### config.mk
export PLATFORM = sky130hd
export DESIGN_NAME = sample_streamer_flat
export DESIGN_NICKNAME = d
export VERILOG_FILES = /design/src/rtl/sample_streamer_if.sv /design/src/rtl/sample_streamer.sv /design/src/flat_wrapper.sv
export SDC_FILE = /design/constraint.sdc
export NUM_CORES = 1
export LEC_CHECK = 0
export CORE_MARGIN = 1
export CORE_UTILIZATION = 35
export CTS_CLUSTER_DIAMETER = 100
export DETAILED_ROUTE_END_ITERATION = 10
export SLEW_MARGIN = 20
export SYNTH_ARGS = -nofsm -noshare
export SYNTH_HDL_FRONTEND = slang
export SYNTH_SLANG_ARGS = --single-unit
### constraint.sdc
create_clock -name clk -period 3.35 [get_ports clk]
set_input_delay 0.8375 -clock clk [delete_from_list [all_inputs] [get_ports clk]]
set_output_delay 0.8375 -clock clk [all_outputs]
set_load 0.05 [all_outputs]
### src/rtl/sample_streamer_if.sv
// Sample stream from sample_streamer to the IIR filter input.
// The streamer drives data_en/data; data is zero whenever data_en is low.
interface sample_streamer_if #(
  parameter int DATA_W = 16
);
  logic                     data_en;
  logic signed [DATA_W-1:0] data;

  modport master (output data_en, output data);
  modport slave  (input  data_en, input  data);
endinterface

### src/rtl/sample_streamer.sv
// sample_streamer: host-filled sample FIFO replayed onto the filter input strobe with a
// programmable idle gap between samples.
// Optional feature macro: SEQ_LOOP_EN. When defined, loop=1 during an emit rewrites the popped
// sample to the tail so the pattern repeats until stop or rst. When undefined, loop is ignored.
module sample_streamer #(
  parameter int DATA_W = 16,
  parameter int DEPTH  = 8,
  parameter int GAP_W  = 8
) (
  input  logic                     clk,
  input  logic                     rst,
  input  logic                     wr_en,
  input  logic signed [DATA_W-1:0] wr_data,
  output logic                     full,
  output logic [$clog2(DEPTH):0]   level,
  input  logic [GAP_W-1:0]         gap,
  input  logic                     start,
  input  logic                     stop,
  input  logic                     loop,
  output logic                     busy,
  output logic                     done,
  sample_streamer_if.master        strm
);

  localparam int unsigned PtrW = $clog2(DEPTH);
  localparam int unsigned CntW = PtrW + 1;

  typedef enum logic [1:0] {StIdle, StEmit, StGap} state_e;

  state_e                   state_q;
  logic signed [DATA_W-1:0] mem_q [DEPTH];
  logic [PtrW-1:0]          wr_ptr_q, wr_ptr_d, rd_ptr_q, rd_ptr_d, host_slot;
  logic [CntW-1:0]          count_q, count_d;
  logic                     full_q;
  logic                     pop, push, recirc;
  logic [GAP_W-1:0]         gap_cnt_q;
  logic                     busy_q, done_q, data_en_q;
  logic signed [DATA_W-1:0] data_q, head;

`ifdef SEQ_LOOP_EN
  // The sample on the output (data_q) is the one being popped, so it is the one recirculated.
  assign recirc = (state_q == StEmit) && loop;
`else
  logic unused_loop;
  assign unused_loop = loop;
  assign recirc      = 1'b0;
`endif

  // FIFO next-state and the head value presented by the next emit.
  always_comb begin
    pop       = (state_q == StEmit);
    push      = wr_en && !full_q;
    // A recirculated sample takes the tail slot first; a host sample goes right behind it.
    host_slot = wr_ptr_q + PtrW'(recirc);
    wr_ptr_d  = host_slot + PtrW'(push);
    rd_ptr_d  = rd_ptr_q + PtrW'(pop);
    count_d   = count_q + CntW'(push) + CntW'(recirc) - CntW'(pop);
    // Back-to-back emit from a single stored sample: the next head is being written this edge.
    if (pop && count_q == CntW'(1)) begin
      head = recirc ? data_q : wr_data;
    end else begin
      head = mem_q[rd_ptr_d];
    end
  end

  // Sample storage; contents need no reset because count gates every read.
  always_ff @(posedge clk) begin
    if (recirc) mem_q[wr_ptr_q] <= data_q;
    if (push)   mem_q[host_slot] <= wr_data;
  end

  // FIFO pointers, occupancy and full flag.
  always_ff @(posedge clk) begin
    if (rst) begin
      wr_ptr_q <= '0;
      rd_ptr_q <= '0;
      count_q  <= '0;
      full_q   <= 1'b0;
    end else begin
      wr_ptr_q <= wr_ptr_d;
      rd_ptr_q <= rd_ptr_d;
      count_q  <= count_d;
      full_q   <= (count_d == CntW'(DEPTH));
    end
  end

  // Replay FSM with registered strobe, sample, busy and done outputs.
  always_ff @(posedge clk) begin
    if (rst) begin
      state_q   <= StIdle;
      gap_cnt_q <= '0;
      busy_q    <= 1'b0;
      done_q    <= 1'b0;
      data_en_q <= 1'b0;
      data_q    <= '0;
    end else begin
      done_q    <= 1'b0;
      data_en_q <= 1'b0;
      data_q    <= '0;
      unique case (state_q)
        StIdle: begin
          if (start && count_q != '0) begin
            state_q   <= StEmit;
            busy_q    <= 1'b1;
            data_en_q <= 1'b1;
            data_q    <= head;
          end
        end
        StEmit: begin
          if (stop || count_d == '0) begin
            state_q <= StIdle;
            busy_q  <= 1'b0;
            done_q  <= 1'b1;
          end else if (gap == '0) begin
            data_en_q <= 1'b1;
            data_q    <= head;
          end else begin
            state_q   <= StGap;
            gap_cnt_q <= gap;
          end
        end
        StGap: begin
          if (stop) begin
            state_q <= StIdle;
            busy_q  <= 1'b0;
            done_q  <= 1'b1;
          end else if (gap_cnt_q == GAP_W'(1)) begin
            state_q   <= StEmit;
            data_en_q <= 1'b1;
            data_q    <= head;
          end else begin
            gap_cnt_q <= gap_cnt_q - GAP_W'(1);
          end
        end
        default: begin
          state_q <= StIdle;
          busy_q  <= 1'b0;
        end
      endcase
    end
  end

  assign full         = full_q;
  assign level        = count_q;
  assign busy         = busy_q;
  assign done         = done_q;
  assign strm.data_en = data_en_q;
  assign strm.data    = data_q;

endmodule

### src/flat_wrapper.sv
// flat-port wrapper written by rule: the top's interface ports become plain ports
module sample_streamer_flat 
#(
  parameter int DATA_W = 16,
  parameter int DEPTH  = 8,
  parameter int GAP_W  = 8
)
  (clk, rst, wr_en, wr_data, full, level, gap, start, stop, loop, busy, done, strm_data_en, strm_data);
  sample_streamer_if #(.DATA_W(DATA_W)) strm_i ();
  input  logic clk;
  input  logic rst;
  input  logic wr_en;
  input  logic signed [DATA_W-1:0] wr_data;
  output logic full;
  output logic [$clog2(DEPTH):0] level;
  input  logic [GAP_W-1:0] gap;
  input  logic start;
  input  logic stop;
  input  logic loop;
  output logic busy;
  output logic done;
  output wire logic [$bits(strm_i.data_en)-1:0] strm_data_en;
  output wire logic [$bits(strm_i.data)-1:0] strm_data;
  assign strm_data_en = strm_i.data_en;
  assign strm_data = strm_i.data;
  sample_streamer #(.DATA_W(DATA_W), .DEPTH(DEPTH), .GAP_W(GAP_W)) u_core (.clk(clk), .rst(rst), .wr_en(wr_en), .wr_data(wr_data), .full(full), .level(level), .gap(gap), .start(start), .stop(stop), .loop(loop), .busy(busy), .done(done), .strm(strm_i));
endmodule
==> results of run 1 <==
## placed cells by master, fill, tap and decap left out, drive strengths merged, types with 8 or more instances in the layout
cell / Yosys / layout
mux4: 32 / 32
o22ai: 17 / 17
edfxtp: 128 / 128
dfxtp: 40 / 40
buf: 6 / 24
inv: 16 / 21
clkdlybuf4s50: 0 / 52
a21oi: 8 / 8
nor3: 19 / 19
nor2b: 8 / 8
nand2: 9 / 9
ha: 14 / 14
nor2: 40 / 40
clkbuf: 12 / 19
## routing by layer
layer | GRT usage | wire (um) | vias up
met2 | 0.2451 | 6843 | 95
li1 | - | - | 1819
met4 | 0.05606 | 209 | 0
met3 | 0.03465 | 707 | 16
met5 | 0 | 0 | -
met1 | 0.1924 | 6070 | 1973
## final cells by class
cell class                 instances  area [um^2]  share of cell area
clock inverter                    13        118.9             0.01426
sequential                       168         4644              0.5570
multi-input combinational        221         2018              0.2420
tap                              260        325.3             0.03902
clock buffer                      19        432.9             0.05192
inverter                          16        60.06            0.007203
timing repair buffer              76        738.2             0.08854
## power by group through the flow
stage	combinational (mW)	sequential, mW	clock [mW]
5_1_grt	2.81	2.66	1.96
3_5_place_dp	2.55	2.68	0
3_3_place_gp	2.51	2.67	0
6_report	2.57	2.64	1.83
4_1_cts	2.56	2.64	1.88
2_1_floorplan	1.61	2.90	0
## Yosys cell counts (2+ instances only)
cell | count | area share
nand2_1 | 9 | 0.0050
nor2b_1 | 8 | 0.0074
nand4_1 | 6 | 0.0056
buf_6 | 3 | 0.0050
edfxtp_1 | 128 | 0.57
dfxtp_1 | 40 | 0.12
o22ai_1 | 17 | 0.016
a211oi_1 | 3 | 0.0033
o21ai_0 | 6 | 0.0044
xnor2_1 | 5 | 0.0065
clkbuf_1 | 11 | 0.0061
o41ai_1 | 2 | 0.0026
mux4_2 | 31 | 0.10
nand2b_1 | 7 | 0.0065
ha_1 | 14 | 0.026
inv_1 | 16 | 0.0089
nand3_1 | 2 | 0.0015
xor2_1 | 4 | 0.0052
a31oi_1 | 5 | 0.0046
nor4_1 | 2 | 0.0019
a21oi_1 | 8 | 0.0059
o2bb2ai_1 | 2 | 0.0026
nor2_1 | 40 | 0.022
and2_1 | 2 | 0.0019
a2111o_1 | 2 | 0.0033
nor3_1 | 19 | 0.014
o31ai_1 | 5 | 0.0056
## critical path, delay by kind of cell
family / cells / cell delay (ps)
AND/OR/NAND/NOR: 4 / 960
adder cells (fa/ha/maj): 2 / 760
buffers and inverters: 2 / 520
AO/OA/AOI/OAI: 2 / 480
## kinds of logic (layout without fill, tap and decap cells)
family                     Yosys count  in the layout  share of synthesized area
and+or+nand+nor                    106            106                    0.08170
xor gates and xnor gates             9              9                    0.01167
buffers and inverters               34            124                    0.02316
AOI/OAI and AO/OA                   59             59                    0.05966
DFF                                168            168                     0.6877
adders and majority gates           15             15                    0.02890
muxes                               32             32                     0.1073
## state kept, by name, indices dropped and copies added, names as in the netlist
register and flops:
u_core.gap_cnt_q 8, u_core.rd_ptr_q 3, u_core.wr_ptr_q 3, u_core.mem_q 128
u_core.state_q 2, u_core.strm.data_en 1, u_core.level 4, u_core.full 1
u_core.busy 1, u_core.done 1, u_core.strm.data 16
## path summary, 6_finish.rpt
kind	start	slack, ps	to	cells past startpoint
max	wr_en	130	u_core.state_q[0]	10
min	u_core.gap_cnt_q[7]	510	u_core.gap_cnt_q[7]	2
max reg2reg	u_core.state_q[1]	300	u_core.state_q[0]	11
min reg2reg	u_core.gap_cnt_q[7]	510	u_core.gap_cnt_q[7]	2
## what timing repair did
action / in CTS / in global routing
endpoints found under the hold margin: 0 / 0
endpoints found under the setup margin: 0 / 28
gates resized for setup: 0 / 9
## stage by stage
stage	hold WS [ps]	util	std cells
after floorplan	475.0	-	423
after global placement	497.6	0.4116	741
after detailed placement	500.2	0.4116	741
after CTS	508.9	0.4409	773
after global routing	546.7	0.4428	773
final	507.2	0.4428	773
==> qor.yml, run 1 <==
run_status:
  status: "finished, final reports clean"
global_route:
  antenna_found_initial: 0
  grt_pass1_vias: 4023
  grt_max_degree: 34
  grt_usage: 0.1491
  grt_pass1_wl_um: 21940
  gr-total-overflow: 0
cts:
  insertion_delay_ps: 420
  cts.reportedPaths.clkPinSlew_ps: 70
  htree_levels: 4
  clock-sinks: 168
  cts_root_buffer: "clkbuf_16"
  cts.path.max_buffers: 2
  cts-buffers-inserted: 17
  holdBufCountCts: 0
  cts_tree: "yes"
  postCtsSetupBuffers: 0
synth:
  ys_warn_count: 0
  synthFlopType: "edfxtp_1"
  yosysSeqAreaShare: 0.6877
  ys_types: 53
  syn_area_mm2: 0.006754
  netlist_instances: 423
  ys_ff_latch: 168
  synth_area_per_cell_um2: 15.97
  synthArstFlopShare: 0
  synth_edf_count: 128
  syn_nets: 468
floorplanning:
  die_x_um: 140.9
  dieHeight_um: 140.9
  initial_core_util: 0.3587
  io-pin-count: 54
  core_mm2: 0.01883
  row_count: 50
  dieArea_mm2: 0.01986
critical_path:
  critical_path.max_fanout: 5
  path_cells: "clkdlybuf4s50_1, nor2b_2, ha_1, inv_1, fa_2, nand2b_1, a2111o_1, and4_4, or4_1, a21oi_1"
  start_kind: "primary input"
  criticalPathCategory: "primary input to register"
  worstPathArrival_ps: 3580
  required_ps: 3700
  slowest_delay_ps: 560
  slowest_stage: "fa_2"
  endpoint_kind: "register"
hold_path:
  hold_class: "register to register"
timing:
  worst_slew_pin_slew_ps: 817.1
  post-route-period-util: 0.9619
  hold_violations: 0
  setup_violations: 0
  fin_setup_tns_ps: 0
  max_clock_freq_mhz: 310.3
  timing.final.ws_setup_ps: 127.8
  slew_headroom: 0.4539
  post-route-min-period_ps: 3222
  skew_ps: 11.79
  drv_slew: 0
power_and_ir_drop:
  power_frac_comb: 0.365
  p_int_mw: 4.743
  clock_power_share: 0.260
  p_sw_mw: 2.294
  seq_power_share: 0.375
  ir_worst_vdd_uv: 349.4
  cellPowerDensity_mw_per_mm2: 844.0
  total_power_mw: 7.037
  switching_share: 0.3260
  power.leakage_nw: 2.799
cells_and_area:
  drive_gt1_frac: 0.1930
  nets: 545
  fillerInstances: 1676
  antenna_cells: 0
  area_delta_synth_final_pct: 23.45
  final_area_mm2: 0.008338
placement:
  dp_hpwl_um: 8345
  postPlaceCellArea_mm2: 0.007750
  port_buffers: 52
  dp_slack_ps: -405.4
  gp_congestion: 0.8468
route:
  drt-initial-drc-count: 273
  drc: 0
  final_antenna_net_count: 0
  dr.pass1.iters: 4
  viasPerCell: 5.049
  num_vias: 3903
  wl_per_cell_um: 17.89
  wl_um: 13830
job:
  cap_violations: 0
No activity file was read; power rests on OpenSTA's default activity.
==> run 2: changes to the inputs <==
Settings changed: REMOVE_ABC_BUFFERS set to 1.
==> run 2 against run 1 <==
Setup slack worse by 3.1 ps. Clock power up 8%. Critical path depth up 1. Utilization up 0.17 points. Critical path type unchanged.
==> qor.yml, run 2 (same netlist as run 1, synthesis figures left out) <==
global_route:
  gr-total-overflow: 0  # unchanged
  grt_usage: 0.1507  # was 0.1491
  grt_pass1_vias: 3926  # was 4023
  antenna_found_initial: 0  # unchanged
  grt_pass1_wl_um: 21980  # was 21940 um
  grt_max_degree: 34  # unchanged
hold_path:
  hold_path_end: "u_core.gap_cnt_q[7]"  # unchanged
  min_path_cells: 2  # unchanged
  hold_class: "register to register"  # unchanged
  min_from: "u_core.gap_cnt_q[7]"  # unchanged
cts:
  htree_levels: 4  # unchanged
  cts_tree: "yes"  # unchanged
  cts.reportedPaths.clkPinSlew_ps: 70  # about the same
  cts.path.max_buffers: 2  # unchanged
  clock-sinks: 168  # unchanged
  holdBufCountCts: 0  # unchanged
  cts_root_buffer: "clkbuf_16"  # unchanged
  insertion_delay_ps: 430  # was 420 ps
  cts-buffers-inserted: 17  # unchanged
timing:
  post-route-period-util: 0.9628  # was 0.9619
  hold_violations: 0  # unchanged
  worst_slew_pin_slew_ps: 832.6  # was 817.1 ps
  skew_ps: 9.208  # was 11.79 ps
  max_clock_freq_mhz: 310.0  # was 310.3 MHz
  setup_violations: 0  # unchanged
  post-route-min-period_ps: 3225  # was 3222 ps
  slew_headroom: 0.4436  # was 0.4539
  timing.hold.ws_ps: 504.1  # was 507.2 ps
  timing.final.ws_setup_ps: 124.7  # was 127.8 ps
  drv_slew: 0  # unchanged
  rsz0062_at_grt: "no"
  fin_setup_tns_ps: 0  # unchanged
cells_and_area:
  layout_commonest_cell: "edfxtp_1"  # unchanged
  fillerInstances: 1674  # was 1676
  antenna_cells: 0  # unchanged
  largest_reg_flops: 128  # unchanged
  regMostFlops: "u_core.mem_q"  # unchanged
  final_cell_mix: "edfxtp_1, clkdlybuf4s50_1, nor2_1, dfxtp_1, mux4_2"  # was edfxtp_1, clkdlybuf4s50_1, dfxtp_1
  drive_gt1_frac: 0.1977  # was 0.1930
  final_area_mm2: 0.008369  # was 0.008338 mm^2
  area_delta_synth_final_pct: 23.92  # was 23.45%
  nets: 548  # was 545
power_and_ir_drop:
  power.leakage_nw: 2.835  # was 2.799 nW
  ir_worst_vdd_uv: 535.7  # was 349.4 uV
  cellPowerDensity_mw_per_mm2: 863.1  # was 844.0 mW/mm^2
floorplanning:
  dieArea_mm2: 0.01986  # unchanged
  row_count: 50  # unchanged
  core_mm2: 0.01883  # unchanged
  io-pin-count: 54  # unchanged
  dieHeight_um: 140.9  # unchanged
  initial_core_util: 0.3587  # unchanged
  die_x_um: 140.9  # unchanged
critical_path:
  worstPathArrival_ps: 3590  # was 3580 ps
  crit_buf_inv: 3  # was 2
  rrSetupSlack_ps: 230  # was 300 ps
  cpLargestDelayFamily: "compound AO/OA/AOI/OAI gates"  # was simple AND/OR/NAND/NOR gates
  required_ps: 3720  # was 3700 ps
  reg2reg_depth: 12  # was 11
  endpoint_kind: "register"  # unchanged
  start_kind: "primary input"  # unchanged
  r2r_end: "u_core.gap_cnt_q[7]"  # was u_core.state_q[0]
  slowest_stage: "clkdlybuf4s50_1"  # was fa_2
  rr_startpoint: "u_core.state_q[1]"  # unchanged
  slowest_delay_ps: 460  # was 560 ps
  path_cells: "clkdlybuf4s50_1, nor2b_4, ha_2, inv_1, fa_2, and3b_1, and4_2, o31a_1, buf_4, a2111o_1, a21oi_1"  # was clkdlybuf4s50_1, nor2b_2, ha_1, inv_1, fa_2, nand2b_1, a2111o_1, and4_4, or4_1, a21oi_1
  critical_path.max_fanout: 6  # was 5
  criticalPathCategory: "primary input to register"  # unchanged
route:
  final_antenna_net_count: 0  # unchanged
  met3WireLength_um: 569  # was 707 um
  num_vias: 3905  # was 3903
  routed-wl-met2_um: 7049  # was 6843 um
  dr.pass1.iters: 5  # was 4
  viasPerCell: 5.032  # was 5.049
  drc: 0  # unchanged
  top_layer: "met4"  # unchanged
  routedLengthMet1_um: 6336  # was 6070 um
  drt-initial-drc-count: 210  # was 273
  wl_um: 14060  # was 13830 um
  wl_per_cell_um: 18.12  # was 17.89 um
job:
  cap_violations: 0  # unchanged
placement:
  postPlaceCellArea_mm2: 0.007737  # was 0.007750 mm^2
  dp_hpwl_um: 8286  # was 8345 um
  dp_slack_ps: -507.6  # was -405.4 ps
  port_buffers: 52  # unchanged
  gp_congestion: 0.8149  # was 0.8468
run_status:
  status: "finished, final reports clean"  # unchanged
==> run 2: cell types whose count changed in the layout (fill, tap and decap cells not counted), sizes merged <==
cell,delta
buf,+3
clkbuf,-2
inv,+2
bufinv,+1
clkinvlp,-1
==> run 2: repair_timing <==
item | in CTS | in global routing
gates resized for setup | 1 | 5
buffers inserted | 0 | 3
endpoints found under the setup margin | 5 | 10
endpoints found under the hold margin | 0 | 0
pin swaps | 0 | 1
cloned | 0 | 0
==> run 2: per-stage QoR <==
stage          instances  utilization  total power [mW]
4_1_cts              773       0.4423             7.268
2_1_floorplan        405            -             4.378
3_5_place_dp         741       0.4109             5.270
6_report             776       0.4445             7.223
5_1_grt              776       0.4445             7.613
3_3_place_gp         741       0.4109             5.212
==> run 2: worst max-delay path by stage <==
stage | startpoint | end | cells after the start
6_report | wr_en | u_core.gap_cnt_q[7] | 11
5_1_grt | wr_en | u_core.gap_cnt_q[7] | 11
4_1_cts | wr_en | u_core.gap_cnt_q[4] | 11
3_5_place_dp | wr_en | u_core.gap_cnt_q[4] | 11
3_3_place_gp | wr_en | u_core.gap_cnt_q[4] | 11
2_1_floorplan | u_core.state_q[1] | u_core.strm.data[9] | 6
==> run 2: layout make-up <==
class	instances	area, um^2	area share
Clock buffer	17	425.4	0.05083
Clock inverter	15	165.2	0.01973
Inverter	16	60.06	0.007176
Multi-Input combinational cell	221	2001	0.2390
Sequential cell	168	4644	0.5549
Tap cell	260	325.3	0.03887
Timing Repair Buffer	79	748.2	0.08940
==> run 2: worst reg2reg max path, cell delays in order (launching register included) <==
cell	delay, ps
dfxtp_1	390
inv_1	100
ha_1	220
xor2_1	180
ha_2	210
inv_1	60
fa_2	460
and3b_1	220
and4_2	250
o31a_1	360
buf_4	170
a2111o_1	330
a21oi_1	110
==> run 2: report_power, final <==
part           switching, mW  internal (mW)  total [mW]
combinational           1.38           1.24        2.61
sequential             0.135           2.50        2.64
clock                  0.854           1.12        1.97
==> run 2: layer usage <==
metal  track usage  vias to the layer above
met5             0                        -
met4       0.04519                        0
met3       0.03940                       11
met2        0.2495                       86
met1        0.1946                     1983
li1              -                     1825
